--- config.mk ---
export PLATFORM = sky130hd
export DESIGN_NAME = pipeline_ctrl
export DESIGN_NICKNAME = d
export VERILOG_FILES = /design/src/rtl/pipeline_ctrl_pkg.sv /design/src/rtl/sat_counter.sv /design/src/rtl/pipeline_ctrl.sv
export SDC_FILE = /design/constraint.sdc
export NUM_CORES = 1
export LEC_CHECK = 0
export CAP_MARGIN = 15
export CORE_ASPECT_RATIO = 0.9
export CORE_MARGIN = 2
export CORE_UTILIZATION = 46
export CTS_CLUSTER_SIZE = 20
export DETAILED_ROUTE_END_ITERATION = 8
export PLACE_DENSITY = 0.76
export SETUP_SLACK_MARGIN = 0.15
export SYNTH_ARGS = -nofsm -noshare
export SYNTH_HDL_FRONTEND = slang
export SYNTH_HIERARCHICAL = 1
export SYNTH_SLANG_ARGS = --single-unit
--- constraint.sdc ---
create_clock -name clk -period 2.4 [get_ports clk]
set_input_delay 0.72 -clock clk [delete_from_list [all_inputs] [get_ports clk]]
set_output_delay 0.72 -clock clk [all_outputs]
set_load 0.03 [all_outputs]
--- src/rtl/pipeline_ctrl_pkg.sv ---
// rtl/pipeline_ctrl_pkg.sv - state encodings and default parameters for pipeline_ctrl
package pipeline_ctrl_pkg;

    typedef enum logic [1:0] {
        ST_HOLD     = 2'd0,
        ST_RUN      = 2'd1,
        ST_MEM_WAIT = 2'd2,
        ST_ERROR    = 2'd3
    } state_t;

    localparam int DEF_RESET_HOLD  = 2;
    localparam int DEF_MEM_TIMEOUT = 64;
    localparam int DEF_CNT_W       = 16;

endpackage

--- src/rtl/sat_counter.sv ---
// rtl/sat_counter.sv - saturating up-counter with synchronous clear over increment
module sat_counter #(
    parameter int W = 16
) (
    input  logic         clk,
    input  logic         rst,
    input  logic         clr,
    input  logic         inc,
    output logic [W-1:0] count
);

    always_ff @(posedge clk or negedge rst) begin
        if (!rst) begin
            count <= '0;
        end else if (clr) begin
            count <= '0;
        end else if (inc && (count != '1)) begin
            count <= count + 1'b1;
        end
    end

endmodule

--- src/rtl/pipeline_ctrl.sv ---
// rtl/pipeline_ctrl.sv - stall/flush sequencer with post-reset hold, memory watchdog and counters
module pipeline_ctrl
    import pipeline_ctrl_pkg::*;
#(
    parameter int RESET_HOLD  = DEF_RESET_HOLD,
    parameter int MEM_TIMEOUT = DEF_MEM_TIMEOUT,
    parameter int CNT_W       = DEF_CNT_W
) (
    input  logic             clk,
    input  logic             rst,
    input  logic             hazard,
    input  logic             ignore_hazard,
    input  logic             branch_taken,
    input  logic             mem_req,
    input  logic             mem_ready,
    input  logic             clr_counters,
    output logic             if_freeze,
    output logic             id_hazard,
    output logic             id_freeze,
    output logic             exe_freeze,
    output logic             mem_freeze,
    output logic             if_flush,
    output logic             id_flush,
    output logic             take_branch,
    output logic             mem_timeout,
    output logic [1:0]       state,
    output logic [CNT_W-1:0] stall_cycles,
    output logic [CNT_W-1:0] flush_count
);

    localparam int HOLD_W = $clog2(RESET_HOLD + 1);
    localparam int WAIT_W = $clog2(MEM_TIMEOUT + 1);
    localparam logic [HOLD_W-1:0] HOLD_LAST = HOLD_W'(RESET_HOLD - 1);
    localparam logic [WAIT_W-1:0] WAIT_LAST = WAIT_W'(MEM_TIMEOUT - 1);

    state_t             state_q;
    state_t             next_state;
    logic [HOLD_W-1:0]  hold_cnt;
    logic [WAIT_W-1:0]  wait_cnt;
    logic               mem_stall;
    logic               hz;
    logic               run_like;

    assign mem_stall = mem_req & ~mem_ready;
    assign hz        = hazard & ~ignore_hazard;
    assign run_like  = (state_q == ST_RUN) || (state_q == ST_MEM_WAIT);
    assign state     = state_q;

    always_ff @(posedge clk or negedge rst) begin
        if (!rst) begin
            state_q  <= ST_HOLD;
            hold_cnt <= '0;
            wait_cnt <= '0;
        end else begin
            state_q  <= next_state;
            hold_cnt <= (state_q == ST_HOLD) ? hold_cnt + 1'b1 : '0;
            // counts the run of consecutive stalls; any non-stall cycle restarts it
            wait_cnt <= (run_like && mem_stall) ? wait_cnt + 1'b1 : '0;
        end
    end

    always_comb begin
        next_state  = state_q;
        if_freeze   = 1'b0;
        id_hazard   = 1'b0;
        id_freeze   = 1'b0;
        exe_freeze  = 1'b0;
        mem_freeze  = 1'b0;
        if_flush    = 1'b0;
        id_flush    = 1'b0;
        take_branch = 1'b0;
        mem_timeout = 1'b0;
        case (state_q)
            ST_HOLD: begin
                if_freeze = 1'b1;
                if_flush  = 1'b1;
                id_flush  = 1'b1;
                if (hold_cnt == HOLD_LAST) begin
                    next_state = ST_RUN;
                end
            end
            ST_RUN, ST_MEM_WAIT: begin
                if (mem_stall) begin
                    // the whole pipe freezes, so a resolved branch stays latched in EXE/MEM
                    if_freeze  = 1'b1;
                    id_freeze  = 1'b1;
                    exe_freeze = 1'b1;
                    mem_freeze = 1'b1;
                    next_state = (wait_cnt == WAIT_LAST) ? ST_ERROR : ST_MEM_WAIT;
                end else begin
                    next_state = ST_RUN;
                    if (branch_taken) begin
                        take_branch = 1'b1;
                        if_flush    = 1'b1;
                        id_flush    = 1'b1;
                    end else if (hz) begin
                        if_freeze = 1'b1;
                        id_hazard = 1'b1;
                    end
                end
            end
            ST_ERROR: begin
                if_freeze   = 1'b1;
                id_freeze   = 1'b1;
                exe_freeze  = 1'b1;
                mem_freeze  = 1'b1;
                mem_timeout = 1'b1;
            end
            default: next_state = ST_HOLD;
        endcase
    end

    sat_counter #(.W(CNT_W)) u_stall_cnt (
        .clk   (clk),
        .rst   (rst),
        .clr   (clr_counters),
        .inc   (run_like && (mem_stall || id_hazard)),
        .count (stall_cycles)
    );

    sat_counter #(.W(CNT_W)) u_flush_cnt (
        .clk   (clk),
        .rst   (rst),
        .clr   (clr_counters),
        .inc   (take_branch),
        .count (flush_count)
    );

endmodule

## Word-level counts from Yosys, hierarchy flattened

Index checks and enable logic that the tools add are counted.

- Register bits after elaboration: 43
- Latch bits: 0
- Bits in writable memories: 0
- Memory bits (read-only): 0
- Input port bits: 8
- Word-level logic and storage cells: 57
- Memories kept: 0

- Add/sub/neg operators: 4
- Multipliers: 0
- Divide/modulo/power cells: 0
- $lt $le $gt $ge: 0
- Eq/ne operators: 8
- Shift-type cells: 0
- Mux-type cells: 23
- Bitwise gates (word level): 4
- Reduce and logical (&&, ||, !) cells: 13

Operators with widths:

| operator | count |
|---|---|
| two-way mux 16 bit | 4 |
| adder 16 x 1 -> 16 bit (second input constant) | 2 |
| inequality test 16 bit (second input constant) | 2 |
| two-way mux 1 bit | 11 |
| adder 7 x 1 -> 7 bit (second input constant) | 1 |
| == test 7 x 6 -> 1 bit (second input constant) | 1 |
| two-way mux 7 bit | 1 |
| two-way mux 2 bit | 3 |
| case mux 1 bit (2 select lines) | 3 |
| nonzero test 2 bit | 3 |
| == test 2 x 1 -> 1 bit (second input constant) | 2 |
| == test 2 bit (second input constant) | 2 |
| logical AND 1 bit | 4 |
| case mux 2 bit (2 select lines) | 1 |
| OR reduction 2 bit | 2 |
| adder 2 x 1 -> 2 bit (second input constant) | 1 |
| AND 1 bit | 2 |
| logical NOT 2 bit | 1 |
| logical OR 1 bit | 2 |
| inequality test 2 x 1 -> 1 bit (second input constant) | 1 |
| inverter 1 bit | 2 |
| AND reduction 2 bit | 1 |

## Longest topological paths before layout

Gate-level depths: netlist of run 1.

- Depth after elaboration: 11
- Mapped depth: 9

## Hierarchy

Netlist of run 1, hierarchy kept.

Modules (own cells, without submodules):

| module | instances | cells each | area each (um2) | seq. area each (um2) |
|---|---|---|---|---|
| sat_counter | 2 | 98 | 942.2 | 400.4 |
| pipeline_ctrl | 1 | 62 | 591.8 | 275.3 |

## Worst setup path before layout of run 1

No wires, ideal clock.

- Kind: reg-to-output
- Start: reg state_q[1] (netlist: state[1])
- End: out id_freeze
- Arrival time: 1.968 ns
- Required time: 1.680 ns
- Slack: -0.288 ns
- Stages on the path, launching flop included: 8
- Cell sequence: dfrtp_1 inv_1 ha_1 buf_2 and3b_1 nor2_1 nor2_1 buf_4

- Word-level cells in the longest chain between the ends: 3
- Elaborated cells between the ends (all ways): 5
- Those cells by class: eq/ne (3); mux (1); reduce/logical (1)

Ends and longest elaborated chain:

| element | line | source |
|---|---|---|
| from (decl) | pipeline_ctrl.sv:36 | `state_t state_q;` |
| from (signal assigned) | pipeline_ctrl.sv:55 | `state_q <= next_state;` |
| == test 2 x 1 -> 1 bit or == test 2 bit (tied branches) | n/a |  |
| OR reduction 2 bit | n/a |  |
| case mux 1 bit (2 select lines) * | n/a |  |
| to (decl) | pipeline_ctrl.sv:19 | `output logic id_freeze,` |

Every way passes the cells marked *; elsewhere a longest branch is shown, timed or not.

## Worst setup path after layout of run 1

- Start: reg state_q[0] (netlist: state[0])
- End: out mem_freeze

- Word-level cells in the longest chain between the ends: 3
- Elaborated cells between the ends (all ways): 5
- Those cells by class: eq/ne (3); mux (1); reduce/logical (1)

Ends and longest elaborated chain:

| element | line | source |
|---|---|---|
| == test 2 x 1 -> 1 bit or == test 2 bit (tied branches) | pipeline_ctrl.sv:73 | `case (state_q)` |
| OR reduction 2 bit | pipeline_ctrl.sv:73 |  |
| case mux 1 bit (2 select lines) * | pipeline_ctrl.sv:73 |  |
| to (decl) | pipeline_ctrl.sv:21 | `output logic mem_freeze,` |

Marked as above.

==> run_results.csv, run 1 <==
group,metric,value,unit
critical_path,slowest_stage,"dfrtp_2",
yosys,synth-simple-area-share,29.9,%
critical_path,path_max_fanout,5,
timing,finalHoldViolCount,0,
global_routing,grt_pass1_vias,2058,
yosys,synth.area.mux_share,3.64,%
critical_path,cp_common_cell,"nor2_4",
cells_and_area,final_cell_area,3400,um^2
pwr,p_leak,1.49,nW
global_routing,antenna_found_initial,0,
yosys,ys_ff_latch,43,
critical_path,max_stage_delay,0.39,ns
timing,worstMarginPinSlew,0.735,ns
floorplan,core-area,5220,um^2
critical_path,cp-start-kind,"flip-flop",
timing,layout_min_cycle_time,2.30,ns
critical_path,rrSetupSlack,0.34,ns
yosys,synth-xor-area-share,1.06,%
floorplan,dieWidth,81.3,um
placed_design,dp_hpwl,4010,um
global_routing,grt_max_degree,41,
routing,avgViaCountPerCell,5.67,
cells_and_area,final_common_cell,"dfrtp_1",
yosys,synth_seq_area_share,43.5,%
yosys,synth.distinct_cells,41,
timing,fin_ws,0.101,ns
placed_design,dp_slack,-0.328,ns
cells_and_area,finalNonFillerCells,393,
yosys,yosys_warnings,6,
cells_and_area,final_cell_mix,"dfrtp_1, clkdlybuf4s50_1, a21oi_1",
critical_path,end_kind,"output port",
clock_tree,cts-root-buf,"clkbuf_8",
critical_path,critical-path-top-delay-family,"simple AND/OR/NAND/NOR gates",
cells_and_area,drive_gt1_share,25.5,%
floorplan,fp-row-count,25,
yosys,yosys-top-cells-area,"dfrtp_1, a21oi_1, o31ai_1",
routing,drt-total-wl,5930,um
clock_tree,clk_latency,0.30,ns
clock_tree,clock_path_buffers,2,
cells_and_area,syn2layout_area_growth,37.2,%
flow_run,maxCapViolations,0,
routing,drtIter0Drc,143,
yosys,post-synth-top-area-cell,"dfrtp_1",
routing,ant_nets,0,
cells_and_area,area.sequential,1080,um^2
routing,drcViolationCount,0,
yosys,synthesis.area,2480,um^2
yosys,synth_top_cell_area_share,43.5,%
yosys,synth_top_family_by_area,"simple AND/OR/NAND/NOR gates",
placed_design,placed_area,3180,um^2
global_routing,grtUsageMet2,33.3,%
pwr,vdd_drop_max,700,uV
timing,rsz0062_at_grt,"yes",
placed_design,portBuffers,50,
pwr,cellPowerDensity,675,nW/um^2
routing,wl_per_cell,15.1,um
cells_and_area,multi_input_area,1410,um^2
cells_and_area,nFillCells,419,
yosys,synth_nets,272,
global_routing,met3_usage,4.91,%
timing,finalCritPeriodShare,95.8,%
floorplan,die-area,5990,um^2
clock_tree,cts_tree,"yes",
critical_path,cp_data_arrival_time,1.58,ns
cells_and_area,nets,339,
yosys,synth_compound_area_share,14.3,%
yosys,yosys.area_share.adder,3.03,%
global_routing,gr-total-overflow,0,
critical_path,critical_path_buf_inv_count,2,
global_routing,grt_use_met1,28.3,%
placed_design,placedCellCount,377,
timing,max_freq,435,MHz
clock_tree,cts_buffers,5,
worst_hold_path,worstHoldPathType,"flip-flop to flip-flop",
clock_tree,htreeDepth,2,
floorplan,die_height,73.6,um
timing,maxSlewViolCount,0,
global_routing,top_usage_layer,"met2",
global_routing,grt_pass1_wl,9560,um
cells_and_area,antenna_cells,0,
status,status,"finished clean",
routing,dr.pass1.iters,4,
critical_path,cp.required,1.68,ns
yosys,synth_area_per_cell,9.60,um^2
yosys,syn_inst,258,
timing,skew,0.00678,ns
placed_design,place.gp.congestion,0.756,
clock_tree,cts.sinks,43,
critical_path,critPathKind,"flip-flop to output port",
critical_path,crit_path_cell_trace,"inv_2 > ha_4 > and3b_2 > nor2_4 > nor2_4 > buf_6",
clock_tree,cts.clk_slew.worst_paths,0.07,ns
timing,relSlewSlack,51.0,%
routing,dr_total_vias,2227,
global_routing,grt_usage,20.7,%
floorplan,start_util,47.4,%
clock_tree,cts_hold_buf,0,
floorplan,ios,51,
timing,setup_violations,0,
==> kinds of logic (layout without fill, tap and decap cells) <==
kind of cell    Yosys count  in the layout
compound gates           56             56
fa+ha+maj                 6              6
buf+inv                  23             91
simple gates            119            119
mux                       8              8
xor+xnor                  3              3
flops                    43             43
==> worst paths after layout <==
path | from | end | cells past startpoint
worst max-delay path | state[0] | mem_freeze | 6
worst min-delay path | hold_cnt[0] | hold_cnt[0] | 1
worst max register to register | u_stall_cnt/count[0] | u_stall_cnt/count[4] | 6
worst min register to register | hold_cnt[0] | hold_cnt[0] | 1
max in group asynchronous | rst | u_stall_cnt/count[8] | 2
min in group asynchronous | rst | u_flush_cnt/count[11] | 1
==> area by class of cell <==
type / instances / share of cell area [%]
Multi-Input combinational cell: 192 / 41.3
Sequential cell: 43 / 31.7
Timing Repair Buffer: 74 / 20.5
Clock buffer: 8 / 2.95
Tap cell: 67 / 2.47
Inverter: 9 / 0.994
==> metal layers <==
metal  wire length, um  part of all wire [%]
met2              2850                    48
met4                43                  0.73
met1              2760                    47
met5                 0                     0
met3               275                   4.6
==> Yosys cell counts <==
| cell | number |
|---|---|
| nor4_1 | 8 |
| or3_2 | 2 |
| buf_6 | 2 |
| a211oi_2 | 2 |
| and2_1 | 1 |
| ha_1 | 6 |
| nor4_4 | 2 |
| and3_1 | 5 |
| nand3_1 | 9 |
| and3b_1 | 1 |
| nand3b_1 | 3 |
| nand4_1 | 12 |
| clkbuf_1 | 8 |
| o22ai_1 | 1 |
| a2bb2oi_1 | 1 |
| or3_1 | 6 |
| and4_2 | 4 |
| o211ai_2 | 2 |
| dfrtp_1 | 43 |
| mux2_1 | 8 |
| nor3_1 | 2 |
| o31ai_1 | 14 |
| nand3_2 | 1 |
| nand2_1 | 15 |
| nand4_2 | 2 |
| nand2b_1 | 1 |
| nor2b_1 | 11 |
| a21boi_0 | 1 |
| or3b_2 | 1 |
| xnor2_1 | 1 |
| nor2_1 | 19 |
| or4_2 | 4 |
| inv_1 | 9 |
| or4_1 | 10 |
| o21ai_0 | 4 |
| o21ai_1 | 6 |
| a21oi_1 | 24 |
| buf_2 | 1 |
| xor2_1 | 2 |
| a31oi_1 | 1 |
| buf_4 | 3 |
==> metrics by stage <==
stage | util [%] | power [mW] | hold WS, ns | TNS [ns]
after floorplan | - | 1.38 | 0.409 | 0
after global placement | 60.8 | 1.61 | 0.423 | -6.19
after detailed placement | 60.8 | 1.63 | 0.434 | -6.99
after CTS | 64.3 | 2.25 | 0.445 | 0
after global routing | 65.1 | 2.41 | 0.468 | 0
final | 65.1 | 2.30 | 0.440 | 0
==> worst reg2reg max path, stage by stage (launching register included) <==
cell	delay (ns)
dfrtp_1	0.42
ha_1	0.26
nand4_2	0.15
nor4_4	0.58
buf_4	0.30
nor3_1	0.08
a211oi_2	0.19
==> registers in the layout, indices dropped and copies added (netlist names) <==
register and flops:
u_stall_cnt/count 16, wait_cnt 7, state 2, u_flush_cnt/count 16, hold_cnt 2
==> where the power goes <==
| part | switching (mW) | internal (mW) |
|---|---|---|
| sequential | 0.0436 | 0.770 |
| combinational | 0.532 | 0.441 |
| clock | 0.246 | 0.263 |
| total | 0.822 | 1.47 |
==> what timing repair did <==
| item | CTS | global route |
|---|---|---|
| buffers inserted | 4 | 4 |
| setup endpoints to repair | 29 | 20 |
| resized for setup | 28 | 11 |
| pin swaps | 4 | 2 |
No activity file was read; power rests on OpenSTA's default activity.
==> run 2, diff against run 1 <==
==> constraint.sdc (replaced) <==
create_clock -name clk -period 2.4 [get_ports clk]
set_input_delay 0.48 -clock clk [delete_from_list [all_inputs] [get_ports clk]]
set_output_delay 0.48 -clock clk [all_outputs]
set_load 0.03 [all_outputs]
==> run_results.csv, run 2 (synthesis results as in run 1) <==
group,metric,value,unit
cells_and_area,drive_gt1_share,20.7,%
critical_path,rrSetupSlack,0.24,ns
placed_design,dp_hpwl,4070,um
timing,maxSlewViolCount,0,
critical_path,reg2reg_from,"state[1]",
pwr,p_leak,1.33,nW
floorplan,die-area,5990,um^2
routing,drtIter0Drc,135,
placed_design,place.gp.congestion,0.864,
global_routing,grt_usage,20.2,%
critical_path,cp_data_arrival_time,2.39,ns
cells_and_area,nets,337,
pwr,vdd_drop_max,654,uV
pwr,power.total,2.02,mW
global_routing,gr-total-overflow,0,
global_routing,grt_max_degree,34,
placed_design,portBuffers,50,
clock_tree,clk_latency,0.29,ns
critical_path,cp-start-kind,"input pin",
floorplan,ios,51,
cells_and_area,final_cell_mix,"dfrtp_1, clkdlybuf4s50_1, buf_4",
placed_design,dp_slack,-0.200,ns
critical_path,end_kind,"flip-flop",
routing,avgViaCountPerCell,5.79,
floorplan,die_height,73.6,um
placed_design,placedCellCount,383,
critical_path,endpoint,"u_stall_cnt/count[15]",
routing,dr_total_vias,2258,
routing,wl_per_cell,14.5,um
routing,dr.pass1.iters,4,
cells_and_area,finalNonFillerCells,390,
flow_run,maxCapViolations,0,
timing,worstMarginPinSlew,0.635,ns
timing,max_freq,453,MHz
timing,finalHoldViolCount,0,
clock_tree,clock_path_buffers,2,
floorplan,start_util,47.4,%
timing,setup_violations,0,
global_routing,grt_pass1_wl,9440,um
clock_tree,cts.sinks,43,
routing,drt-total-wl,5650,um
critical_path,cp.required,2.58,ns
routing,drcViolationCount,0,
global_routing,antenna_found_initial,0,
floorplan,core-area,5220,um^2
clock_tree,cts_buffers,5,
clock_tree,cts_tree,"yes",
clock_tree,cts.clk_slew.worst_paths,0.08,ns
cells_and_area,fin_util,61.9,%
clock_tree,htreeDepth,2,
timing,layout_min_cycle_time,2.21,ns
timing,rsz0062_at_grt,"yes",
critical_path,rr_endpoint,"u_flush_cnt/count[12]",
timing,hold_ws,0.178,ns
worst_hold_path,worstHoldPathType,"input pin to asynchronous set/reset pin",
status,status,"finished clean",
clock_tree,cts-root-buf,"clkbuf_8",
global_routing,grt_pass1_vias,2067,
critical_path,path_max_fanout,3,
floorplan,fp-row-count,25,
clock_tree,cts_hold_buf,0,
critical_path,startpoint,"hazard",
timing,skew,0.00422,ns
timing,relSlewSlack,57.4,%
timing,finalCritPeriodShare,91.9,%
cells_and_area,reg_top3,"u_flush_cnt/count: 16 flops, u_stall_cnt/count: 16 flops, wait_cnt: 7 flops",
floorplan,dieWidth,81.3,um
cells_and_area,antenna_cells,0,
timing,fin_ws,0.193,ns
routing,ant_nets,0,
pwr,cellPowerDensity,626,nW/um^2
cells_and_area,syn2layout_area_growth,30.7,%
critical_path,critPathKind,"input pin to flip-flop",
critical_path,r2r_cells,7,
## run 2: cell count changes in the layout (fill, tap and decap cells not counted), sizes merged
cell,before,now
buf,36,31
clkbuf,10,7
clkdlybuf4s50,30,41
dlygate4sd2,1,0
dlymetal6s2s,5,0
## run 2: per-stage QoR
| stage | TNS, ns | instance area, um^2 |
|---|---|---|
| 2_1_floorplan | 0 | 2500 |
| 3_3_place_gp | -1.60 | 3130 |
| 3_5_place_dp | -1.86 | 3130 |
| 4_1_cts | 0 | 3210 |
| 5_1_grt | 0 | 3240 |
| 6_report | 0 | 3240 |
## run 2: how the worst min path moves through the flow
| stage | cells past startpoint | startpoint | end |
|---|---|---|---|
| after floorplan | 0 | rst | hold_cnt[0] |
| after global placement | 1 | hold_cnt[0] | hold_cnt[0] |
| after detailed placement | 1 | hold_cnt[0] | hold_cnt[0] |
| after CTS | 1 | rst | wait_cnt[2] |
| after global routing | 1 | rst | hold_cnt[1] |
| final | 1 | rst | wait_cnt[2] |
## run 2: layout make-up
cell class	count	area, um^2
Sequential cell	43	1080
Clock buffer	7	76.3
Tap cell	67	83.8
Timing Repair Buffer	72	641
Inverter	9	33.8
Fill cell	439	1990
Multi-Input combinational cell	192	1320
## run 2: metal layers
layer | global-route usage, % | vias to the layer above | wire length [um]
met1 | 27.1 | 1112 | 2650
met2 | 32.2 | 40 | 2740
met5 | 0 | - | 0
li1 | - | 1101 | -
met4 | 6.97 | 0 | 54
met3 | 4.42 | 5 | 204
## run 2: power breakdown
group          switching, mW  total (mW)  leakage (nW)  internal [mW]
Clock                  0.231       0.431        0.0383          0.200
Sequential            0.0432       0.813         0.591          0.770
Combinational          0.458       0.780         0.704          0.322
## run 2: timing repair
| action | 4_1_cts | 5_1_grt |
|---|---|---|
| setup buffers | 0 | 0 |
| pin swaps | 0 | 2 |
| gates resized for setup | 1 | 6 |
| endpoints found under the setup margin | 7 | 18 |
| gates cloned | 0 | 0 |
## run 2: critical path, cell delays in order
cell and delay [ns]:
clkdlybuf4s50_1 0.46, or3b_4 0.38, a21boi_2 0.16, buf_4 0.14, nand3_1 0.14, nor4_2 0.28, mux2_1 0.34
==> run 3, diff against run 2 <==
--- a/config.mk
+++ b/config.mk
@@ -7,11 +7,12 @@
 export LEC_CHECK = 0
 export CAP_MARGIN = 15
 export CORE_ASPECT_RATIO = 0.9
-export CORE_MARGIN = 2
-export CORE_UTILIZATION = 46
+export CORE_MARGIN = 1.5
+export CORE_UTILIZATION = 40
 export CTS_CLUSTER_SIZE = 20
 export DETAILED_ROUTE_END_ITERATION = 8
-export PLACE_DENSITY = 0.76
+export GPL_TIMING_DRIVEN = 0
+export PLACE_DENSITY = 0.67
 export SETUP_SLACK_MARGIN = 0.15
 export SYNTH_ARGS = -nofsm -noshare
 export SYNTH_HDL_FRONTEND = slang
==> run_results.csv, run 3 (synthesis results as in run 1) <==
group,metric,value,unit
cells_and_area,antenna_cells,0,
routing,wl_met1,2940,um
cells_and_area,final_cell_area,3470,um^2
clock_tree,cts.clk_slew.worst_paths,0.10,ns
critical_path,cp-start-kind,"input pin",
global_routing,antenna_found_initial,0,
timing,skew,0.0169,ns
critical_path,end_kind,"flip-flop",
timing,finalCritPeriodShare,92.2,%
clock_tree,cts-root-buf,"clkbuf_8",
routing,dr.pass1.iters,4,
placed_design,placed_area,3110,um^2
status,status,"finished clean",
timing,worstMarginPinSlew,0.594,ns
cells_and_area,fin_util,59.6,%
critical_path,rrSetupSlack,0.27,ns
timing,rsz0062_at_grt,"yes",
cells_and_area,syn2layout_area_growth,40.3,%
routing,dr_total_vias,2269,
timing,setup_violations,0,
timing,finalHoldViolCount,0,
global_routing,grt_max_degree,35,
global_routing,grt_pass1_wl,10400,um
floorplan,fp-row-count,26,
clock_tree,cts_buffers,5,
pwr,p_leak,1.39,nW
cells_and_area,final_common_cell,"dfrtp_1",
routing,drtIter0Drc,109,
routing,top_layer,"met4",
timing,relSlewSlack,60.4,%
global_routing,gr-total-overflow,0,
clock_tree,cts_hold_buf,0,
timing,layout_min_cycle_time,2.21,ns
pwr,cellPowerDensity,691,nW/um^2
floorplan,core-area,5820,um^2
placed_design,dp_hpwl,4130,um
critical_path,cp.required,2.58,ns
routing,drt-total-wl,6150,um
timing,max_freq,452,MHz
floorplan,start_util,42.5,%
clock_tree,clk_latency,0.30,ns
flow_run,maxCapViolations,0,
placed_design,portBuffers,50,
timing,hold_ws,0.0286,ns
placed_design,dp_slack,-0.482,ns
pwr,power.total,2.40,mW
cells_and_area,drive_gt1_share,25.6,%
pwr,vdd_drop_max,740,uV
cells_and_area,final_cell_mix,"dfrtp_1, clkdlybuf4s50_1, a21oi_1",
floorplan,ios,51,
floorplan,die_height,77.6,um
routing,drcViolationCount,0,
routing,wl_per_cell,15.5,um
global_routing,grt_usage,19.5,%
worst_hold_path,worstHoldPathType,"input pin to asynchronous set/reset pin",
routing,dr_wl_met3,252,um
routing,ant_nets,0,
global_routing,grt_pass1_vias,2179,
floorplan,die-area,6670,um^2
clock_tree,cts.sinks,43,
routing,avgViaCountPerCell,5.70,
clock_tree,htreeDepth,2,
critical_path,path_max_fanout,10,
critical_path,cp_data_arrival_time,2.39,ns
clock_tree,cts_tree,"yes",
clock_tree,clock_path_buffers,2,
routing,route.met2.wl,2900,um
timing,fin_ws,0.186,ns
placed_design,place.gp.congestion,0.848,
timing,maxSlewViolCount,0,
cells_and_area,nFillCells,495,
floorplan,dieWidth,85.9,um
critical_path,critPathKind,"input pin to flip-flop",
cells_and_area,reg_top3,"u_flush_cnt/count: 16 flops, u_stall_cnt/count: 16 flops, wait_cnt: 7 flops",
cells_and_area,nets,341,
==> run 3: cell types whose count changed in the layout (fill, tap and decap cells not counted), moves of 4 or more <==
cell    change
nor4_4      +4
buf_6       +5
buf_2       +5
buf_4      -17
==> run 3: stage by stage <==
| stage | instances | TNS [ns] |
|---|---|---|
| 2_1_floorplan | 258 | 0 |
| 3_3_place_gp | 378 | -24.50 |
| 3_5_place_dp | 379 | -8.08 |
| 4_1_cts | 391 | 0 |
| 5_1_grt | 398 | 0 |
| 6_report | 398 | 0 |
==> run 3: layout make-up <==
type / count / area, um^2 / share of cell area, %
plain buffers: 14 / 108 / 3.10
clock buffers: 5 / 68.8 / 1.98
clock inverters: 3 / 67.6 / 1.95
inverters: 9 / 33.8 / 0.973
multi-input cells: 192 / 1440 / 41.5
flip-flops and latches: 43 / 1080 / 31.1
well taps: 70 / 87.6 / 2.52
repair buffers: 62 / 588 / 16.9
==> run 3: critical path, stage by stage <==
cell and delay (ns):
clkdlybuf4s50_1 0.45, or3b_4 0.40, a21boi_4 0.18, inv_2 0.06, clkbuf_8 0.18, nor4_4 0.29, mux2_1 0.35
==> run 3: worst paths after layout <==
check,startpoint,to,cells past startpoint
worst max-delay path,hazard,u_stall_cnt/count[13],7
worst min-delay path,rst,u_flush_cnt/count[14],1
worst max register to register,state[1],u_flush_cnt/count[3],8
worst min register to register,hold_cnt[0],hold_cnt[0],1
max in group asynchronous,rst,state[1],2
min in group clk,hold_cnt[0],hold_cnt[0],1
==> run 3: power by group <==
| part | switching, mW | internal [mW] | total (mW) |
|---|---|---|---|
| Combinational | 0.512 | 0.399 | 0.911 |
| Sequential | 0.0403 | 0.770 | 0.810 |
| Clock | 0.265 | 0.415 | 0.680 |
==> run 3: metal layers <==
metal / GRT usage (%) / up-vias
met5: 0 / -
met4: 5.81 / 0
met3: 2.98 / 6
met2: 30.5 / 59
met1: 27.9 / 1091
li1: - / 1113
==> run 3: timing repair <==
item / in CTS / in global routing
setup endpoints to repair: 22 / 23
pin swaps: 6 / 11
resized for setup: 46 / 32
buffers inserted: 4 / 7
